**src/rtl/whack_pkg.sv**
```systemverilog
// Shared types, constants and helpers for the whack-a-mole display side.
package whack_pkg;

  typedef enum logic [2:0] {
    IDLE,
    SHOW,
    HIT_FLASH,
    MISS_FLASH,
    OVER
  } state_t;

  localparam int NUM_MOLES = 5;

  typedef logic [3:0] bcd_t;

  // Seven-segment patterns, active low, bit order {dp,g,f,e,d,c,b,a}
  localparam logic [7:0] SEG_0     = 8'hC0;
  localparam logic [7:0] SEG_1     = 8'hF9;
  localparam logic [7:0] SEG_2     = 8'hA4;
  localparam logic [7:0] SEG_3     = 8'hB0;
  localparam logic [7:0] SEG_4     = 8'h99;
  localparam logic [7:0] SEG_5     = 8'h92;
  localparam logic [7:0] SEG_6     = 8'h82;
  localparam logic [7:0] SEG_7     = 8'hF8;
  localparam logic [7:0] SEG_8     = 8'h80;
  localparam logic [7:0] SEG_9     = 8'h90;
  localparam logic [7:0] SEG_BLANK = 8'hFF;

  // Map one BCD digit to its segment pattern; non-decimal codes go blank
  function automatic logic [7:0] bcd_to_seg(input bcd_t d);
    logic [7:0] s;
    case (d)
      4'd0:    s = SEG_0;
      4'd1:    s = SEG_1;
      4'd2:    s = SEG_2;
      4'd3:    s = SEG_3;
      4'd4:    s = SEG_4;
      4'd5:    s = SEG_5;
      4'd6:    s = SEG_6;
      4'd7:    s = SEG_7;
      4'd8:    s = SEG_8;
      4'd9:    s = SEG_9;
      default: s = SEG_BLANK;
    endcase
    return s;
  endfunction

  // Four-digit BCD increment that sticks at 9999 instead of wrapping
  function automatic logic [15:0] bcd_inc_sat(input logic [15:0] s);
    logic [15:0] r;
    logic        carry;
    r     = s;
    carry = (s != 16'h9999);
    for (int i = 0; i < 4; i++) begin
      if (carry) begin
        if (r[i*4 +: 4] == 4'd9) begin
          r[i*4 +: 4] = 4'd0;
        end else begin
          r[i*4 +: 4] = r[i*4 +: 4] + 4'd1;
          carry       = 1'b0;
        end
      end
    end
    return r;
  endfunction

endpackage

```
**src/rtl/whack_display_seg7_scan.sv**
```systemverilog
// Multiplexed 4-digit seven-segment driver: scan counter, digit mux, decode.
module seg7_scan
  import whack_pkg::*;
#(
  parameter int SCAN_BITS = 17
) (
  input  logic        clk,
  input  logic        rst,
  input  logic [15:0] score,
  input  logic        dp_on,
  output logic [7:0]  seg,
  output logic [3:0]  an
);

  logic [SCAN_BITS-1:0] cnt;
  logic [1:0]           sel;
  bcd_t                 digit;
  logic [7:0]           seg_next;
  logic [3:0]           an_next;

  assign sel = cnt[SCAN_BITS-1 -: 2];

  // Pick the digit for the current scan slot and build its segment/anode pattern
  always_comb begin
    digit = score[3:0];
    case (sel)
      2'd0:    digit = score[3:0];
      2'd1:    digit = score[7:4];
      2'd2:    digit = score[11:8];
      default: digit = score[15:12];
    endcase
    seg_next = bcd_to_seg(digit);
    if ((sel == 2'd0) && dp_on) begin
      seg_next[7] = 1'b0;
    end
    an_next = ~(4'b0001 << sel);
  end

  // Free-running scan counter with registered display outputs
  always_ff @(posedge clk or posedge rst) begin
    if (rst) begin
      cnt <= '0;
      seg <= SEG_BLANK;
      an  <= 4'b1111;
    end else begin
      cnt <= cnt + SCAN_BITS'(1);
      seg <= seg_next;
      an  <= an_next;
    end
  end

endmodule

```
**src/rtl/whack_display.sv**
```systemverilog
// Whack-a-mole output side: game FSM, mole/flash timer, BCD score, lives, display.
module whack_display
  import whack_pkg::*;
#(
  parameter int MOLE_CYCLES  = 150_000_000,
  parameter int FLASH_CYCLES = 25_000_000,
  parameter int SCAN_BITS    = 17,
  parameter int LIVES_INIT   = 3
) (
  input  logic       clk,
  input  logic       rst,
  input  logic       mole_valid,
  input  logic [2:0] mole_idx,
  input  logic       hit,
  input  logic       miss,
  output logic       new_mole_req,
  output logic       timeout,
  output logic [4:0] mole_led,
  output logic [2:0] lives_led,
  output logic       game_over,
  output logic [7:0] seg,
  output logic [3:0] an
);

  // One timer serves both the mole lifetime and the flash phase
  localparam int MAX_CYCLES = (MOLE_CYCLES > FLASH_CYCLES) ? MOLE_CYCLES : FLASH_CYCLES;
  localparam int TIMER_BITS = $clog2(MAX_CYCLES) + 1;
  localparam logic [TIMER_BITS-1:0] MOLE_LOAD  = TIMER_BITS'(MOLE_CYCLES - 1);
  localparam logic [TIMER_BITS-1:0] FLASH_LOAD = TIMER_BITS'(FLASH_CYCLES - 1);

  state_t                state, state_next;
  logic [2:0]            mole, mole_next;
  logic [TIMER_BITS-1:0] timer, timer_next;
  logic [15:0]           score, score_next;
  logic [2:0]            lives, lives_next;
  logic [4:0]            mole_led_next;
  logic                  req_next;
  logic                  timeout_next;

  // Next-state, datapath and output decode; outputs are derived from the next state so they register cleanly
  always_comb begin
    state_next    = state;
    mole_next     = mole;
    timer_next    = timer;
    score_next    = score;
    lives_next    = lives;
    req_next      = 1'b0;
    timeout_next  = 1'b0;
    mole_led_next = '0;

    case (state)
      IDLE: begin
        if (mole_valid && (mole_idx < 3'(NUM_MOLES))) begin
          mole_next  = mole_idx;
          timer_next = MOLE_LOAD;
          state_next = SHOW;
        end
      end
      SHOW: begin
        if (hit) begin
          score_next = bcd_inc_sat(score);
          timer_next = FLASH_LOAD;
          state_next = HIT_FLASH;
        end else if (miss) begin
          lives_next = (lives != 3'd0) ? lives - 3'd1 : lives;
          timer_next = FLASH_LOAD;
          state_next = MISS_FLASH;
        end else if (timer == '0) begin
          timeout_next = 1'b1;
          lives_next   = (lives != 3'd0) ? lives - 3'd1 : lives;
          timer_next   = FLASH_LOAD;
          state_next   = MISS_FLASH;
        end else begin
          timer_next = timer - 1'b1;
        end
      end
      HIT_FLASH: begin
        if (timer == '0) begin
          req_next   = 1'b1;
          state_next = IDLE;
        end else begin
          timer_next = timer - 1'b1;
        end
      end
      MISS_FLASH: begin
        if (timer == '0) begin
          if (lives == 3'd0) begin
            state_next = OVER;
          end else begin
            req_next   = 1'b1;
            state_next = IDLE;
          end
        end else begin
          timer_next = timer - 1'b1;
        end
      end
      OVER: begin
      end
      default: begin
        state_next = IDLE;
      end
    endcase

    case (state_next)
      SHOW:      mole_led_next = 5'b00001 << mole_next;
      HIT_FLASH: mole_led_next = 5'b11111;
      default:   mole_led_next = '0;
    endcase
  end

  // State, datapath and registered outputs
  always_ff @(posedge clk or posedge rst) begin
    if (rst) begin
      state        <= IDLE;
      mole         <= '0;
      timer        <= '0;
      score        <= '0;
      lives        <= 3'(LIVES_INIT);
      mole_led     <= '0;
      new_mole_req <= 1'b0;
      timeout      <= 1'b0;
      game_over    <= 1'b0;
    end else begin
      state        <= state_next;
      mole         <= mole_next;
      timer        <= timer_next;
      score        <= score_next;
      lives        <= lives_next;
      mole_led     <= mole_led_next;
      new_mole_req <= req_next;
      timeout      <= timeout_next;
      game_over    <= (state_next == OVER);
    end
  end

  assign lives_led = lives;

  seg7_scan #(
    .SCAN_BITS(SCAN_BITS)
  ) u_scan (
    .clk  (clk),
    .rst  (rst),
    .score(score),
    .dp_on(game_over),
    .seg  (seg),
    .an   (an)
  );

endmodule

```
**config.mk**
```make
export PLATFORM = sky130hd
export DESIGN_NAME = whack_display
export DESIGN_NICKNAME = d
export VERILOG_FILES = /design/src/rtl/whack_pkg.sv /design/src/rtl/whack_display_seg7_scan.sv /design/src/rtl/whack_display.sv
export SDC_FILE = /design/constraint.sdc
export NUM_CORES = 1
export LEC_CHECK = 0
export ABC_CLOCK_PERIOD_IN_PS = 3300
export CAP_MARGIN = 20
export CORE_ASPECT_RATIO = 1.75
export CORE_UTILIZATION = 59
export DETAILED_ROUTE_END_ITERATION = 8
export PLACE_DENSITY = 0.76
export SLEW_MARGIN = 20
export SYNTH_ARGS = -nofsm -noshare
export SYNTH_HDL_FRONTEND = slang
export SYNTH_SLANG_ARGS = --single-unit
```
**constraint.sdc**
```tcl
create_clock -name clk -period 3.3 [get_ports clk]
set_clock_uncertainty 0.1 [all_clocks]
set_input_delay 0.33 -clock clk [delete_from_list [all_inputs] [get_ports clk]]
set_output_delay 0.33 -clock clk [all_outputs]
set_load 0.02 [all_outputs]
```
# == After elaboration in Yosys (flattened, before gate mapping) ==
# Memories as Yosys holds them, arrays and structs flattened. A register that Yosys moved wholly into a read port is not among the register bits.
# Index checks and enable logic that the tools add are counted.
# totals
reg_bits,91
mem_bits_ro,112
output_inout_bits,23
n_memories,1
# mem_list
memory,depth,word_bits,rd,rd_ports_with_merged_regs,wr,line,source
(no name shown),16,7,1,1,0,whack_pkg.sv:32,case (d)
# op_classes
n_addsub,7
order_cmp,1
n_eq_ne,16
n_shift,2
n_mux,45
bitwise_logic,2
reduce_logical,16
# ops
operator,n
two-way mux 29 bit,5
case mux 29 bit (3 select lines),1
two-way mux 3 bit,12
zero test 29 bit,1
"subtractor 29 x 1 -> 29 bit, second input constant",1
two-way mux 1 bit,19
AND reduction 3 bit,6
"adder 17 x 1 -> 17 bit, second input constant",1
"adder 4 x 1 -> 4 bit, second input constant",4
"equality test 4 bit, second input constant",4
two-way mux 4 bit,4
"inequality test 16 bit, second input constant",1
case mux 3 bit (5 select lines),1
case mux 4 bit (3 select lines),1
case mux 5 bit (2 select lines),1
"equality test 3 x 2 -> 1 bit, second input constant",3
"equality test 3 x 1 -> 1 bit, second input constant",2
"equality test 3 bit, second input constant",2
zero test 3 bit,2
nonzero test 3 bit,2
"left shift 1 x 3 -> 5 bit, first input constant",1
"inequality test 2 bit, second input constant",2
NOT 4 bit,1
"left shift 1 x 2 -> 4 bit, first input constant",1
other kinds (10),11

# == Depth between registers and ports, before layout ==
# Gate-level depths: netlist of the first run.
# logic_depth
word_depth,12
depth_mapped,9
ltp_nobuf,7

# == Modules after synthesis ==
# Synthesis of the first run repeated with hierarchy kept, for this count alone.
# hier_totals
cells_unflattened,481
area_unflattened_um2,4890.9
# modules_own_cells
mod,n_inst,cells_each,area_each_um2,seq_area_each_um2
whack_display,1,372,3558.4,1554.0
seg7_scan,1,109,1332.5,740.7

# == Worst setup path before layout of the first run ==
# OpenSTA, ideal clock, no wires.
# synth_timing
path_type,reg-to-reg
startpoint,register timer[0]
endpoint,register timer[4]
setup_time_ns,0.132
arrival_ns,2.010
required_ns,3.068
slack_ns,1.058
stages_incl_launch_ff,9
period_less_slack_ns,2.242
cell_sequence,dfrtp_1 > inv_1 > ha_1 > nor4b_2 > nand4_2 > nor4_4 > buf_6 > nor3_1 > or3b_1
# synth_via
elab_chain_len,5
# synth_rtl
element,line,source
from (decl),whack_display.sv:33,"logic [TIMER_BITS-1:0] timer, timer_next;"
from (signal assigned),whack_display.sv:126,timer <= timer_next;
subtractor 29 x 1 -> 29 bit or zero test 29 bit (tied branches),-,
two-way mux 29 bit,whack_display.sv:68,end else if (timer == '0) begin
two-way mux 29 bit,whack_display.sv:64,end else if (miss) begin
two-way mux 29 bit,whack_display.sv:60,if (hit) begin
case mux 29 bit (3 select lines),whack_display.sv:51,case (state)
# Parallel ways exist; a longest one is shown, timed or not. The select of a mux whose other input is x is not followed.
# A chain may end at the register's enable or synchronous reset.

# == Final worst setup path of the first run ==
# layout_timing
startpoint,register timer[5]
endpoint,register timer[27]
# The elaborated chain is that of the path after synthesis.

==> results of run 1 <==
[kinds of logic after synthesis]
group | after synthesis | share of synthesized area, %
xor gates and xnor gates | 25 | 4.50
DFF | 91 | 47.2
and+or+nand+nor | 185 | 21.9
adders and majority gates | 9 | 2.32
muxes | 16 | 4.40
buffers and inverters | 46 | 3.91
AOI/OAI and AO/OA | 113 | 15.8
[layer usage]
layer	track usage, %	wire length (microns)
met2	55.5	6390
met5	0	0
met3	6.29	473
met4	22.8	908
met1	29.2	4050
[power by group]
part | internal, mW | switching (mW) | total (mW)
clock | 0.615 | 0.444 | 1.06
sequential | 1.40 | 0.272 | 1.67
combinational | 0.501 | 0.657 | 1.16
[state kept, by name (all words and copies together), names as in the netlist]
| signal | count |
|---|---|
| new_mole_req | 1 |
| u_scan.an | 4 |
| game_over | 1 |
| u_scan.seg | 8 |
| score | 16 |
| state | 3 |
| timer | 29 |
| mole | 3 |
| lives_led | 3 |
| u_scan.cnt | 17 |
| timeout | 1 |
| mole_led | 5 |
[layout by cell type (no fill, tap or decap), drive strengths merged, types with 14 or more instances in the layout]
cell type      Yosys  layout
dfstp             14      14
nor3              21      21
nor2              24      24
o21ai             28      28
clkdlybuf4s50      0      30
a21oi             21      21
dfrtp             77      77
nand3             22      22
xnor2             14      14
inv               28      28
nand2             46      46
[worst paths after layout]
path / startpoint / end / slack, ps / cells past startpoint
min in group clk: game_over$_DFF_PP0_ / u_scan.seg[7]$_DFF_PP1_ / 300 / 1
setup / recovery: timer[5]$_DFFE_PP0P_ / timer[27]$_DFFE_PP0P_ / 550 / 5
hold reg to reg: game_over$_DFF_PP0_ / u_scan.seg[7]$_DFF_PP1_ / 300 / 1
setup reg to reg: timer[5]$_DFFE_PP0P_ / timer[27]$_DFFE_PP0P_ / 550 / 5
hold / removal: rst / mole_led[2]$_DFF_PP0_ / 270 / 2
max in group asynchronous: rst / u_scan.seg[4]$_DFF_PP1_ / 2060 / 3
[per-stage QoR]
step	hold slack (ps)	power, mW
2_1_floorplan	322	2.42
3_3_place_gp	295	2.79
3_5_place_dp	291	2.84
4_1_cts	278	3.90
5_1_grt	319	4.10
6_report	268	3.89
[area by class of cell]
cell class,instances,area [sq um],share of cell area (%)
clock buffer,10,239,4.28
clock inverter,6,73.8,1.32
inverter,28,106,1.91
multi-input combinational,348,2380,42.6
sequential,91,2290,41.1
tap,90,113,2.02
timing repair buffer,38,373,6.68
[worst reg2reg max path, delay by kind of cell (launching register included)]
kind | cells | cell delay [ps]
DFF | 1 | 450
AOI/OAI and AO/OA | 2 | 320
and+or+nand+nor | 3 | 1780
==> results.py, run 1 <==
metrics = {
    "floorplanning": {
        "die_w_microns": 70.6,
        "start_util_pct": 61.1,
        "ios": 31,
        "dieArea_sq_um": 8620,
        "core_sq_um": 7960,
        "rows": 43,
        "die_h_microns": 122,
    },
    "clock_network": {
        "numCtsBuffers": 9,
        "clk_latency_ps": 340,
        "cts_tree": "yes",
        "clk_pin_slew_ps": 70,
        "htree_levels": 3,
        "ctsHoldBuffers": 0,
        "cts_setup_buffers": 0,
        "cts.sinks": 91,
        "cts_max_path_buffers": 2,
        "clockRootBuffer": "clkbuf_16",
        "cts_resized": 0,
    },
    "routing": {
        "wl_per_cell_microns": 19.3,
        "post_drt_via_cell_ratio": 6.60,
        "ant_nets": 0,
        "routed_wl_microns": 11800,
        "drcViolationCount": 8,
        "vias": 4033,
        "first_iter_violations": 230,
        "firstDrtPassIters": 7,
    },
    "grt": {
        "grt_pass1_wl_microns": 19700,
        "antenna_found_initial": 0,
        "grt_pass1_vias": 4232,
        "grt_max_degree": 60,
        "grt_overflow": 0,
        "grt_usage_pct": 30.2,
    },
    "timing": {
        "final-setup-viol-count": 0,
        "max_freq_ghz": 0.364,
        "max_slew.worst_pin.slew_ps": 970,
        "max-slew-margin-rel_pct": 34.7,
        "fin_crit_sh_pct": 83.2,
        "period_minus_slack_ps": 2750,
        "fin_ws_ps": 554,
        "final_hold_viol_count": 0,
        "slew_viol_final": 0,
        "rsz0062_at_grt": "no",
        "tns_ps": 0,
    },
    "yosys": {
        "yosys-top-cells-count": "77 x dfrtp_1, 46 x nand2_1, 28 x inv_1",
        "yosysSeqAreaShare_pct": 47.2,
        "yosysWarningCount": 0,
        "syn_area_sq_um": 4860,
        "netlist_instances": 485,
        "syn_avg_cell_area_sq_um": 10.0,
        "synth_edf_count": 0,
        "yosysMostFrequentCell": "dfrtp_1",
        "ys_ff_latch": 91,
        "netlist_top_cells_area": "dfrtp_1 40%, dfstp_2 7.6%, nand2_1 3.6%",
        "synth_nets": 502,
        "synthDistinctLibCells": 67,
        "synth_top_area_share_pct": 39.6,
        "yosysTopAreaCell": "dfrtp_1",
        "async_flop_share_pct": 100,
        "synthFlopType": "dfrtp_1",
    },
    "power": {
        "ir_drop_uv": 567,
        "power_density_nw_per_um2": 697,
        "p_leak_nw": 2.24,
    },
    "placement": {
        "io_buffers": 30,
        "pre_cts_ws_ps": 466,
        "place_congestion": 0.919,
        "place_hpwl_microns": 8820,
        "placed_area_sq_um": 5270,
        "dp_cells": 595,
    },
    "critical_path": {
        "worstPathRequired_ps": 3430,
        "crit_type": "flip-flop to flip-flop",
        "critPathTopFamily": "simple AND/OR/NAND/NOR gates",
        "slowest_delay_ps": 690,
        "cp_cell_sequence": "nor4_1 > nand4_1 > or4_4 > a211oi_2 > o21ai_2",
        "cpMaxStageDelayCell": "nor4_1",
        "cp_data_arrival_time_ps": 2880,
        "startpoint_type": "flip-flop",
        "end_kind": "flip-flop",
        "crit_fanout": 7,
        "critPathBufInv": 0,
    },
    "final_layout": {
        "diodes": 0,
        "finalNonFillerCells": 611,
        "layout.nets": 533,
        "syn_to_final_growth_pct": 14.7,
        "drive_gt1_share_pct": 12.9,
        "fin_util_pct": 70.1,
        "final_area_sq_um": 5580,
        "fillers": 617,
    },
    "status": {
        "run_status": "finished with violations",
        "violations": "DRC",
    },
    "worst_hold_path": {
        "hold_path.class": "input port to asynchronous set/reset pin",
    },
    "job": {
        "drv_cap": 0,
    },
}
Note: power is estimated with default switching activity, not from simulation.
==> run 2, diff against run 1 <==
- ABC_CLOCK_PERIOD_IN_PS: 3300 -> 2300
- CORE_UTILIZATION: 59 -> 54
- PLACE_DENSITY: 0.76 -> 0.74
- clock period: 3.3 -> 2.3 ns (I/O delays scaled with it)
==> run 2 against run 1 <==
The run ends with setup timing left; via count increased by 7.6%; cell area increased by 13%; power increased by 56%; critical endpoint is now timer[23]$_DFFE_PP0P_; die area increased by 9.1%; largest cell class unchanged; clock power increased by 55%; cell count increased by 16%; fmax increased by 19%; register-to-register slack got worse by 560 ps.
==> results.py, run 2 (synthesis gave the netlist of run 1 again) <==
metrics = {
    "power": {
        "comb_power_share_pct": 34.2,
        "p_clk_share_pct": 26.9,
        "power.switching_mw": 2.12,
        "power_density_nw_per_um2": 968,
        "seq_power_share_pct": 38.8,
        "ir_drop_uv": 675,
        "p_leak_nw": 2.60,
        "switching_share_pct": 34.9,
        "internal_power_mw": 3.95,
    },
    "timing": {
        "period_minus_slack_ps": 2310,
        "final_hold_viol_count": 0,
        "rsz0062_at_grt": "yes",
        "tns_ps": -9.37,
        "slew_viol_final": 0,
        "max_slew.worst_pin.slew_ps": 540,
        "fin_crit_sh_pct": 100,
        "fin_ws_ps": -9.37,
        "max_freq_ghz": 0.433,
        "final-setup-viol-count": 1,
        "max-slew-margin-rel_pct": 63.6,
    },
    "worst_hold_path": {
        "hold_path.class": "input port to asynchronous set/reset pin",
    },
    "final_layout": {
        "final_common_cell": "dfrtp_1",
        "largestRegisters": "timer (29), u_scan.cnt (17), score (16)",
        "drive_gt1_share_pct": 25.8,
        "diodes": 0,
        "largest_reg_flops": 29,
        "layout_common_cells": "77 x dfrtp_1, 72 x buf_4, 46 x nand2_1",
        "top_register": "timer",
        "syn_to_final_growth_pct": 29.0,
        "finalNonFillerCells": 706,
        "layout.nets": 601,
    },
    "clock_network": {
        "ctsHoldBuffers": 0,
        "clk_pin_slew_ps": 70,
        "clk_latency_ps": 340,
        "clockRootBuffer": "clkbuf_16",
        "cts.sinks": 91,
        "cts_tree": "yes",
        "htree_levels": 3,
        "cts_max_path_buffers": 2,
        "numCtsBuffers": 9,
    },
    "floorplanning": {
        "dieArea_sq_um": 9400,
        "ios": 31,
        "core_sq_um": 8730,
        "start_util_pct": 55.7,
        "die_h_microns": 128,
        "rows": 45,
        "die_w_microns": 73.7,
    },
    "grt": {
        "grt_use_met2_pct": 55.6,
        "grt_busiest_layer": "met2",
        "grt_usage_pct": 30.5,
        "grt_max_degree": 92,
        "grt_pass1_vias": 4451,
        "met1_usage_pct": 30.2,
        "grt_pass1_wl_microns": 21500,
        "grt_overflow": 0,
        "antenna_found_initial": 0,
        "use_met3_pct": 4.73,
    },
    "placement": {
        "place_hpwl_microns": 9780,
        "pre_cts_ws_ps": -26.5,
        "dp_cells": 688,
        "place_congestion": 0.953,
        "io_buffers": 30,
    },
    "routing": {
        "ant_nets": 0,
        "drcViolationCount": 0,
        "vias": 4338,
        "firstDrtPassIters": 4,
        "routed_wl_microns": 13300,
        "first_iter_violations": 308,
        "post_drt_via_cell_ratio": 6.14,
        "wl_per_cell_microns": 18.9,
    },
    "critical_path": {
        "end_kind": "flip-flop",
        "cp_data_arrival_time_ps": 2430,
        "cp_cell_sequence": "nor4_2 > buf_4 > nand4_1 > buf_4 > nor3_1 > o211ai_1 > a211o_1",
        "crit_path_frequent_cell": "buf_4",
        "crit_type": "flip-flop to flip-flop",
        "startpoint_type": "flip-flop",
        "rrSetupSlack_ps": -9,
        "cpMaxStageDelayCell": "dfrtp_1",
        "slowest_delay_ps": 430,
        "r2r-end": "timer[23]$_DFFE_PP0P_",
        "r2r.worst_path.cells": 7,
        "crit_fanout": 4,
        "worstPathRequired_ps": 2420,
        "r2r_start": "timer[0]$_DFFE_PP0P_",
    },
    "status": {
        "run_status": "finished with violations",
        "violations": "setup timing",
    },
    "job": {
        "drv_cap": 0,
    },
}
run 2: changes by cell type in the layout (fill, tap and decap cells not counted), sizes merged:
cell / before / now
buf: 8 / 76
bufinv: 1 / 2
clkinv: 3 / 2
clkinvlp: 2 / 1
inv: 28 / 29
run 2: area by class of cell:
cell class                      count  area [sq um]
Timing Repair Buffer              106           895
Clock buffer                       10           239
Clock inverter                      6          95.1
Fill cell                         663          2450
Sequential cell                    91          2290
Tap cell                          117           146
Multi-Input combinational cell    348          2500
Inverter                           28           109
run 2: power groups by stage:
stage / logic, mW / registers [mW] / clock network [mW]
2_1_floorplan: 1.03 / 2.44 / 0
4_1_cts: 2.01 / 2.32 / 1.65
3_3_place_gp: 1.91 / 2.32 / 0
6_report: 2.08 / 2.36 / 1.64
3_5_place_dp: 1.99 / 2.34 / 0
5_1_grt: 2.26 / 2.40 / 1.72
run 2: per-stage QoR:
step	util [%]	hold WS [ps]	instance area [sq um]	power, mW
global placement	66.4	298	5800	4.23
global route	71.9	315	6280	6.38
detailed placement	66.4	325	5800	4.33
floorplan	-	235	4870	3.47
finish	71.9	259	6280	6.08
CTS	70.5	299	6150	5.98
run 2: critical path, delay by kind of cell, from the launching register on:
kind / cells / cell delay [ps]
AND/OR/NAND/NOR: 3 / 820
flip-flops: 1 / 430
AO/OA/AOI/OAI: 2 / 420
buffers and inverters: 2 / 410
run 2: worst max-delay path by stage:
stage                               start               endpoint  slack (ps)  depth (start not counted)
floorplan            timer[0]$_DFFE_PP0P_   timer[4]$_DFFE_PP0P_          60                          8
global placement    timer[14]$_DFFE_PP0P_  timer[26]$_DFFE_PP0P_         -10                          5
detailed placement  timer[14]$_DFFE_PP0P_  timer[26]$_DFFE_PP0P_         -30                          5
CTS                  timer[0]$_DFFE_PP0P_  timer[19]$_DFFE_PP0P_          -2                          9
global route         timer[2]$_DFFE_PP0P_  timer[23]$_DFFE_PP0P_        -100                          7
finish               timer[0]$_DFFE_PP0P_  timer[23]$_DFFE_PP0P_          -9                          7
run 2: repair_timing:
| item | CTS | global route |
|---|---|---|
| cloned | 0 | 1 |
| pin swaps | 0 | 10 |
| setup buffers | 0 | 1 |
| endpoints found under the setup margin | 6 | 38 |
| gates resized for setup | 4 | 25 |
run 2: layer usage:
layer	vias up	part of all wire, %
met5	-	0
met4	0	6.4
met3	58	3.3
met2	142	56
met1	2136	34
li1	2002	-
==> run 3, diff against run 2 <==
- GPL_TIMING_DRIVEN: not set -> 0
==> run 3 against run 2 <==
The run still ends with setup timing left; sequential share of layout area up 0.20 points; first-iteration DRC count up 4.9%; combinational power down 2%; count of clock-buffer cells in the layout up 1; utilization down 0.19 points; sequential power up 3%; cell count down 5.1%; highest routed layer unchanged.
==> results.py, run 3 (synthesis gave the netlist of run 1 again) <==
metrics = {
    "critical_path": {
        "startpoint_type": "flip-flop",
        "r2r-end": "timer[27]$_DFFE_PP0P_",
        "crit_path_frequent_cell": "or4_4",
        "cp_data_arrival_time_ps": 2510,
        "end_kind": "flip-flop",
        "cpMaxStageDelayCell": "or4_4",
        "r2r_start": "timer[14]$_DFFE_PP0P_",
        "rrSetupSlack_ps": -40,
        "cp_cell_sequence": "or4_4 > or3_4 > or4_4 > o31a_1 > o21ai_2",
        "slowest_delay_ps": 570,
        "worstPathRequired_ps": 2480,
        "crit_type": "flip-flop to flip-flop",
        "crit_fanout": 4,
        "r2r.worst_path.cells": 5,
    },
    "routing": {
        "wl_per_cell_microns": 19.6,
        "vias": 4283,
        "firstDrtPassIters": 5,
        "drcViolationCount": 0,
        "routed_wl_microns": 13100,
        "post_drt_via_cell_ratio": 6.39,
        "ant_nets": 0,
        "first_iter_violations": 323,
    },
    "clock_network": {
        "ctsHoldBuffers": 0,
        "clockRootBuffer": "clkbuf_16",
        "numCtsBuffers": 9,
        "cts_max_path_buffers": 2,
        "clk_latency_ps": 350,
        "cts.sinks": 91,
        "clk_pin_slew_ps": 70,
        "cts_tree": "yes",
        "htree_levels": 3,
    },
    "final_layout": {
        "layout_common_cells": "72 x dfrtp_1, 45 x nand2_1, 29 x clkdlybuf4s50_1",
        "top_register": "timer",
        "fillers": 600,
        "syn_to_final_growth_pct": 28.7,
        "largestRegisters": "timer (29), u_scan.cnt (17), score (16)",
        "layout.nets": 565,
        "drive_gt1_share_pct": 25.7,
        "final_common_cell": "dfrtp_1",
        "diodes": 0,
        "largest_reg_flops": 29,
    },
    "timing": {
        "max-slew-margin-rel_pct": 50.6,
        "max_slew.worst_pin.slew_ps": 738,
        "final_hold_viol_count": 0,
        "fin_ws_ps": -38.7,
        "max_freq_ghz": 0.428,
        "hold_ws_ps": 206,
        "rsz0062_at_grt": "yes",
        "fin_crit_sh_pct": 102,
        "final-setup-viol-count": 4,
        "slew_viol_final": 0,
        "tns_ps": -79.4,
        "period_minus_slack_ps": 2340,
    },
    "grt": {
        "grt_pass1_wl_microns": 20700,
        "grt_pass1_vias": 4245,
        "grt_overflow": 0,
        "antenna_found_initial": 0,
        "grt_usage_pct": 29.1,
        "grt_max_degree": 38,
    },
    "floorplanning": {
        "rows": 45,
        "core_sq_um": 8730,
        "die_h_microns": 128,
        "start_util_pct": 55.7,
        "die_w_microns": 73.7,
        "ios": 31,
        "dieArea_sq_um": 9400,
    },
    "power": {
        "power_density_nw_per_um2": 968,
        "finalPower_mw": 6.06,
        "internal_power_mw": 3.83,
        "ir_drop_uv": 626,
        "seq_power_share_pct": 40.3,
        "p_leak_nw": 2.45,
        "p_clk_share_pct": 26.1,
        "power.switching_mw": 2.23,
        "switching_share_pct": 36.8,
        "comb_power_share_pct": 33.6,
    },
    "placement": {
        "place_hpwl_microns": 8380,
        "place_congestion": 0.920,
        "io_buffers": 29,
        "pre_cts_ws_ps": -596,
    },
    "status": {
        "violations": "setup timing",
        "run_status": "finished with violations",
    },
    "worst_hold_path": {
        "hold_path.class": "input port to asynchronous set/reset pin",
    },
    "job": {
        "drv_cap": 0,
    },
}
==> run 3: cell types whose count changed in the layout (fill, tap and decap cells not counted), sizes merged <==
| cell | previous run | this run |
|---|---|---|
| clkinv | 2 | 1 |
| buf | 76 | 30 |
| bufinv | 2 | 1 |
| clkdlybuf4s50 | 30 | 29 |
| clkbuf | 10 | 22 |
| inv | 29 | 30 |
==> run 3: critical path, delay by kind of cell, from the launching register on <==
| kind | cells | cell delay (ps) |
|---|---|---|
| flip-flops | 1 | 450 |
| AND/OR/NAND/NOR | 3 | 1380 |
| AO/OA/AOI/OAI | 2 | 340 |
==> run 3: worst max-delay path by stage <==
| stage | start | slack [ps] | end |
|---|---|---|---|
| floorplan | timer[0]$_DFFE_PP0P_ | 60 | timer[4]$_DFFE_PP0P_ |
| global placement | mole_idx[0] | -510 | timer[4]$_DFFE_PP0P_ |
| detailed placement | mole_idx[2] | -600 | timer[7]$_DFFE_PP0P_ |
| CTS | state[2]$_DFF_PP0_ | -100 | timer[4]$_DFFE_PP0P_ |
| global route | timer[14]$_DFFE_PP0P_ | -90 | timer[27]$_DFFE_PP0P_ |
| finish | timer[14]$_DFFE_PP0P_ | -40 | timer[27]$_DFFE_PP0P_ |
==> run 3: layout make-up <==
cell class | instances | area [sq um] | share of cell area (%)
Buffer | 14 | 87.6 | 1.40
Clock buffer | 11 | 253 | 4.04
Clock inverter | 5 | 65.1 | 1.04
Inverter | 28 | 109 | 1.74
Multi-Input combinational cell | 348 | 2750 | 44.0
Sequential cell | 91 | 2300 | 36.8
Tap cell | 117 | 146 | 2.34
Timing Repair Buffer | 56 | 547 | 8.73
==> run 3: timing repair <==
action,CTS,global route
buffers inserted,15,9
resized for setup,44,43
setup endpoints to repair,46,43
pin swaps,7,15
gates cloned,1,0
==> run 3: power by group through the flow <==
| stage | clock network [mW] | registers, mW | logic, mW |
|---|---|---|---|
| final | 1.58 | 2.44 | 2.04 |
| after global routing | 1.67 | 2.48 | 2.21 |
| after CTS | 1.59 | 2.37 | 1.84 |
| after detailed placement | 0 | 2.36 | 1.69 |
| after global placement | 0 | 2.34 | 1.63 |
| after floorplan | 0 | 2.44 | 1.03 |
==> run 3: layer usage <==
| metal | part of all wire [%] | global-route usage, % |
|---|---|---|
| met1 | 35 | 30.9 |
| met2 | 54 | 50.2 |
| met3 | 5.9 | 6.70 |
| met4 | 5.8 | 18.8 |
| met5 | 0 | 0 |
==> run 3: per-stage QoR <==
step,area [sq um],utilization [%],instances
2_1_floorplan,4870,-,485
3_3_place_gp,5300,60.8,631
3_5_place_dp,5340,61.2,633
4_1_cts,6010,68.9,664
5_1_grt,6260,71.7,670
6_report,6260,71.7,670
